`config.mk`:
```
export PLATFORM = sky130hd
export DESIGN_NAME = btn_conditioner
export DESIGN_NICKNAME = d
export VERILOG_FILES = /design/src/rtl/btn_conditioner.sv
export SDC_FILE = /design/constraint.sdc
export NUM_CORES = 1
export LEC_CHECK = 0
export CORE_AREA = 2 2 73 75
export DETAILED_ROUTE_END_ITERATION = 10
export DIE_AREA = 0 0 75 77
export PLACE_DENSITY_LB_ADDON = 0.25
export SYNTH_ARGS = -nofsm -noshare
export SYNTH_HDL_FRONTEND = slang
export SYNTH_SLANG_ARGS = --single-unit
```
`constraint.sdc`:
```
create_clock -name clk -period 1.9 [get_ports clk]
set_input_delay 0.285 -clock clk [delete_from_list [all_inputs] [get_ports clk]]
set_output_delay 0.285 -clock clk [all_outputs]
set_load 0.02 [all_outputs]
```
`src/rtl/btn_conditioner.sv`:
```
// rtl/btn_conditioner.sv - multi-channel push-button debouncer with press/release pulses and auto-repeat
// The release and event outputs are named rel and evt because release and event are SystemVerilog keywords.
module btn_conditioner #(
  parameter int                NUM_CH       = 4,
  parameter int                SAMPLES      = 3,
  parameter logic [NUM_CH-1:0] REPEAT_MASK  = {NUM_CH{1'b0}},
  parameter int                REPEAT_DELAY = 8,
  parameter int                REPEAT_RATE  = 4
) (
  input  logic              clk,
  input  logic              rst,
  input  logic              tick,
  input  logic [NUM_CH-1:0] btn,
  output logic [NUM_CH-1:0] level,
  output logic [NUM_CH-1:0] press,
  output logic [NUM_CH-1:0] rel,
  output logic [NUM_CH-1:0] evt
);

  localparam int CNT_MAX = (REPEAT_DELAY > REPEAT_RATE) ? REPEAT_DELAY : REPEAT_RATE;
  localparam int CW      = $clog2(CNT_MAX + 1);

  typedef enum logic [1:0] {IDLE, DELAY, RPT} rpt_state_t;

  for (genvar i = 0; i < NUM_CH; i++) begin : g_ch
    // Only SAMPLES-1 past samples are kept; the live btn bit completes the window.
    logic [SAMPLES-2:0] hist;
    logic [SAMPLES-1:0] win;
    logic               lvl_q, press_q, rel_q, evt_q;
    logic               rise, fall;
    rpt_state_t         state, state_nx;
    logic [CW-1:0]      cnt, cnt_nx;
    logic               rpt_fire;

    assign win  = {hist, btn[i]};
    assign rise = tick && (&win) && !lvl_q;
    assign fall = tick && !(|win) && lvl_q;

    always_ff @(posedge clk or posedge rst) begin
      if (rst) begin
        hist    <= '0;
        lvl_q   <= 1'b0;
        press_q <= 1'b0;
        rel_q   <= 1'b0;
        evt_q   <= 1'b0;
        state   <= IDLE;
        cnt     <= '0;
      end else begin
        if (tick) hist <= win[SAMPLES-2:0];
        if (rise)      lvl_q <= 1'b1;
        else if (fall) lvl_q <= 1'b0;
        press_q <= rise;
        rel_q   <= fall;
        evt_q   <= rise | rpt_fire;
        state   <= state_nx;
        cnt     <= cnt_nx;
      end
    end

    // A release on the expiry tick takes priority, so no repeat is emitted.
    always_comb begin
      state_nx = state;
      cnt_nx   = cnt;
      rpt_fire = 1'b0;
      case (state)
        IDLE: begin
          if (rise && REPEAT_MASK[i]) begin
            state_nx = DELAY;
            cnt_nx   = CW'(REPEAT_DELAY);
          end
        end
        DELAY, RPT: begin
          if (fall) begin
            state_nx = IDLE;
            cnt_nx   = '0;
          end else if (tick) begin
            if (cnt == CW'(1)) begin
              rpt_fire = 1'b1;
              state_nx = RPT;
              cnt_nx   = CW'(REPEAT_RATE);
            end else begin
              cnt_nx = cnt - CW'(1);
            end
          end
        end
        default: begin
          state_nx = IDLE;
          cnt_nx   = '0;
        end
      endcase
    end

    assign level[i] = lvl_q;
    assign press[i] = press_q;
    assign rel[i]   = rel_q;
    assign evt[i]   = evt_q;
  end

endmodule
```
==> results by group <==
Critical path
  • Worst Setup Path Type: reg -> out
  • Crit path max-delay family: buffers and inverters
  • Worst Setup EP: level[3]
  • Max incr delay on CP: 0.63 ns
  • R2R setup slack: 0.43 ns
  • Crit path launch: g_ch[3].lvl_q
  • CP Cell Sequence: clkdlybuf4s50_1
  • Worst EP arrival: 1.34 ns
  • Worst R2R End: g_ch[3].cnt[3]
  • Worst r2r src: g_ch[3].cnt[0]
  • R2R cell count: 3
  • WP buf/inv: 1
  • Crit path required time: 1.62 ns
  • Crit-path max FO: 5
  • CP Capture Type: primary output
  • CP max-delay cell: clkdlybuf4s50_1
  • Cell depth of the worst setup path: 1
  • Worst Setup Start Kind: flip-flop

Routing
  • Met2 WL post-DR: 1540 um
  • DRT Wirelength: 3380 um
  • WL/cell: 11.7 um
  • Detailed Routing Iterations Pass 1: 4
  • Detailed-route DRC error count: 0
  • M1 WL: 1630 um
  • Iter 0 DRT Violations: 53
  • Vias per cell: 4.93
  • Vias: 1,420
  • Routed Antenna Nets: 0
  • Top routing layer used: met4
  • WL met3: 174 um

Finish
  • Area growth, synth to finish: 15.0%
  • Layout cells sized above 1: 10.6%
  • Fin nets: 233
  • # diodes: 0
  • Non-filler instance count after layout: 288

Clock tree
  • CTS tree: yes
  • Cts repair resizes: 0
  • Cts-stage hold buffer count: 0
  • Clock Sink Count: 44
  • Skew-Pair Late Insertion Delay: 0.29 ns
  • Post-CTS Repair Setup Buffers: 0
  • Root Driver: clkbuf_8
  • Htree depth: 2
  • Clock slew at reported path FFs: 0.08 ns
  • Total CTS buffers: 5
  • Maximum clock insertion buffer count: 2

Timing
  • Clock Skew: 0.00766 ns
  • Fmax: 0.614 GHz
  • Final slew viol count: 0
  • Final setup vio count: 0
  • Slew HR: 61.9%
  • Hold Slack: 0.274 ns
  • Least-Margin Pin Slew: 0.568 ns
  • Post-layout min period: 1.63 ns
  • Hold Violations, Final: 0
  • Setup tns final: 0 ns
  • Unrepaired setup endpoints after global routing: no
  • Fin crit share: 85.8%

Logic synthesis
  • Post-synth top area cell: dfrtp_1
  • Area of the mapped netlist: 0.00214 mm^2
  • Yosys Warn Count: 0
  • Top cells by area, synth: dfrtp_1 (51%), buf_4 (6.0%), ha_1 (4.7%)
  • Syn nets: 219
  • Library cells used by synthesis: 30
  • Syn avg cell area: 10.5 um^2
  • Top-area cell type share of the netlist area: 51.4%
  • Synthesized flop and latch total: 44
  • Seq/Total Area, Yosys: 51.4%
  • Cells after synthesis: 204

Run
  • MaxCap Viol Count: 0

Outcome
  • Status: complete, no violations

GRT
  • Grt ovf: 0
  • Number of global-route vias before repair: 1,331
  • First-pass GRT wire length: 5950 um
  • Pin count of the biggest net entering global routing: 31
  • Initial antenna violation count: 0
  • GRT Util Overall: 13.3%

Power and ir drop
  • Static leakage: 1.04 nW
  • Pwr dens: 741 mW/mm^2
  • Peak supply drop: 0.499 mV

Placed design
  • RePlAce Congestion: 0.806
  • Placed cell count: 281
  • Dpl hpwl: 2520 um
  • IO buf count: 22

Floorplanning
  • Die height: 77 um
  • Initial Utilization: 43.0%
  • Die area: 0.00578 mm^2
  • Ports: 23
  • Core ar.: 0.00498 mm^2
  • Standard-cell row count: 26
  • Die width: 75 um

Min path
  • HP Class: in -> async
## cells by family (layout without fill, tap and decap cells)
logic type | Yosys count | in the layout | share of synthesized area (%)
flip-flops | 44 | 44 | 51.4
AND/OR/NAND/NOR | 63 | 63 | 17.4
adder cells (fa/ha/maj) | 8 | 8 | 4.68
multiplexers | 8 | 8 | 4.21
AO/OA/AOI/OAI | 42 | 42 | 12.4
buffers and inverters | 39 | 53 | 9.94
## worst min path at each step
stage                            to  cells past startpoint
floorplan           g_ch[0].hist[0]                      1
global placement     g_ch[3].cnt[1]                      2
detailed placement   g_ch[2].cnt[1]                      2
CTS                   g_ch[3].rel_q                      2
global route          g_ch[3].rel_q                      2
finish                g_ch[3].rel_q                      2
## layout by cell type, fill, tap and decap left out, drive strengths merged, types with 2 or more instances in the layout
master | Yosys | routed
clkdlybuf4s50 | 0 | 22
inv | 20 | 19
a21oi | 17 | 17
o31ai | 5 | 5
or4b | 3 | 3
o211ai | 2 | 2
mux2 | 8 | 8
nor3b | 7 | 7
dfrtp | 44 | 44
o22ai | 4 | 4
ha | 8 | 8
nor3 | 3 | 3
or3 | 7 | 7
buf | 19 | 4
clkbuf | 0 | 7
nand2 | 17 | 17
o21bai | 4 | 4
nor2b | 8 | 8
o21ai | 5 | 5
nand3 | 10 | 10
o2111ai | 3 | 3
or3b | 4 | 4
## cells in the mapped netlist, drive strengths merged
library cell   n
a21oi         17
nand2         17
o22ai          4
or3b           4
nor3b          7
dfrtp         44
o21bai         4
o21ai          5
nand2b         1
mux2           8
or4b           3
a21o           1
nor2b          8
ha             8
or4            1
nand3         10
o31ai          5
or3            7
nor3           3
o2111ai        3
a22oi          1
and2           1
buf           19
nor2           1
inv           20
o211ai         2
## stage by stage
step	util [%]	power (mW)	worst slack (ns)	cell area, um^2
after floorplan	-	1.17	0.524	2140
after global placement	47.5	1.23	0.104	2370
after detailed placement	47.5	1.23	0.0737	2370
after CTS	49.5	1.86	0.255	2460
after global routing	49.5	1.93	0.195	2460
final	49.5	1.83	0.270	2460
## power by group
group / internal [mW] / switching [mW] / leakage, nW
Clock: 0.324 / 0.295 / 0.0503
Combinational: 0.0970 / 0.0947 / 0.439
Sequential: 0.977 / 0.0384 / 0.551
## sequential cells by signal (all words and copies together), names as in the netlist
| register | cells |
|---|---|
| g_ch.hist | 8 |
| g_ch.evt_q | 4 |
| g_ch.state | 4 |
| g_ch.rel_q | 4 |
| g_ch.lvl_q | 4 |
| g_ch.press_q | 4 |
| g_ch.cnt | 16 |
## worst register-to-register path, delay by kind of cell (launching register included)
kind               cells  cell delay, ns
DFF                    1            0.41
AOI/OAI and AO/OA      1            0.15
and+or+nand+nor        2            0.84
## area by class of cell
class | count | area (um^2)
clock buffers | 7 | 96.3
fillers | 470 | 2510
inverters | 20 | 75.1
multi-input cells | 121 | 827
flip-flops and latches | 44 | 1100
well taps | 70 | 87.6
repair buffers | 26 | 275
## per-layer routing
layer | global-route usage (%) | vias to the layer above
met2 | 20.1 | 31
met1 | 17.7 | 664
met4 | 4.29 | 0
met5 | 0 | -
met3 | 4.47 | 5
li1 | - | 720
(Power assumes the default switching activity.)
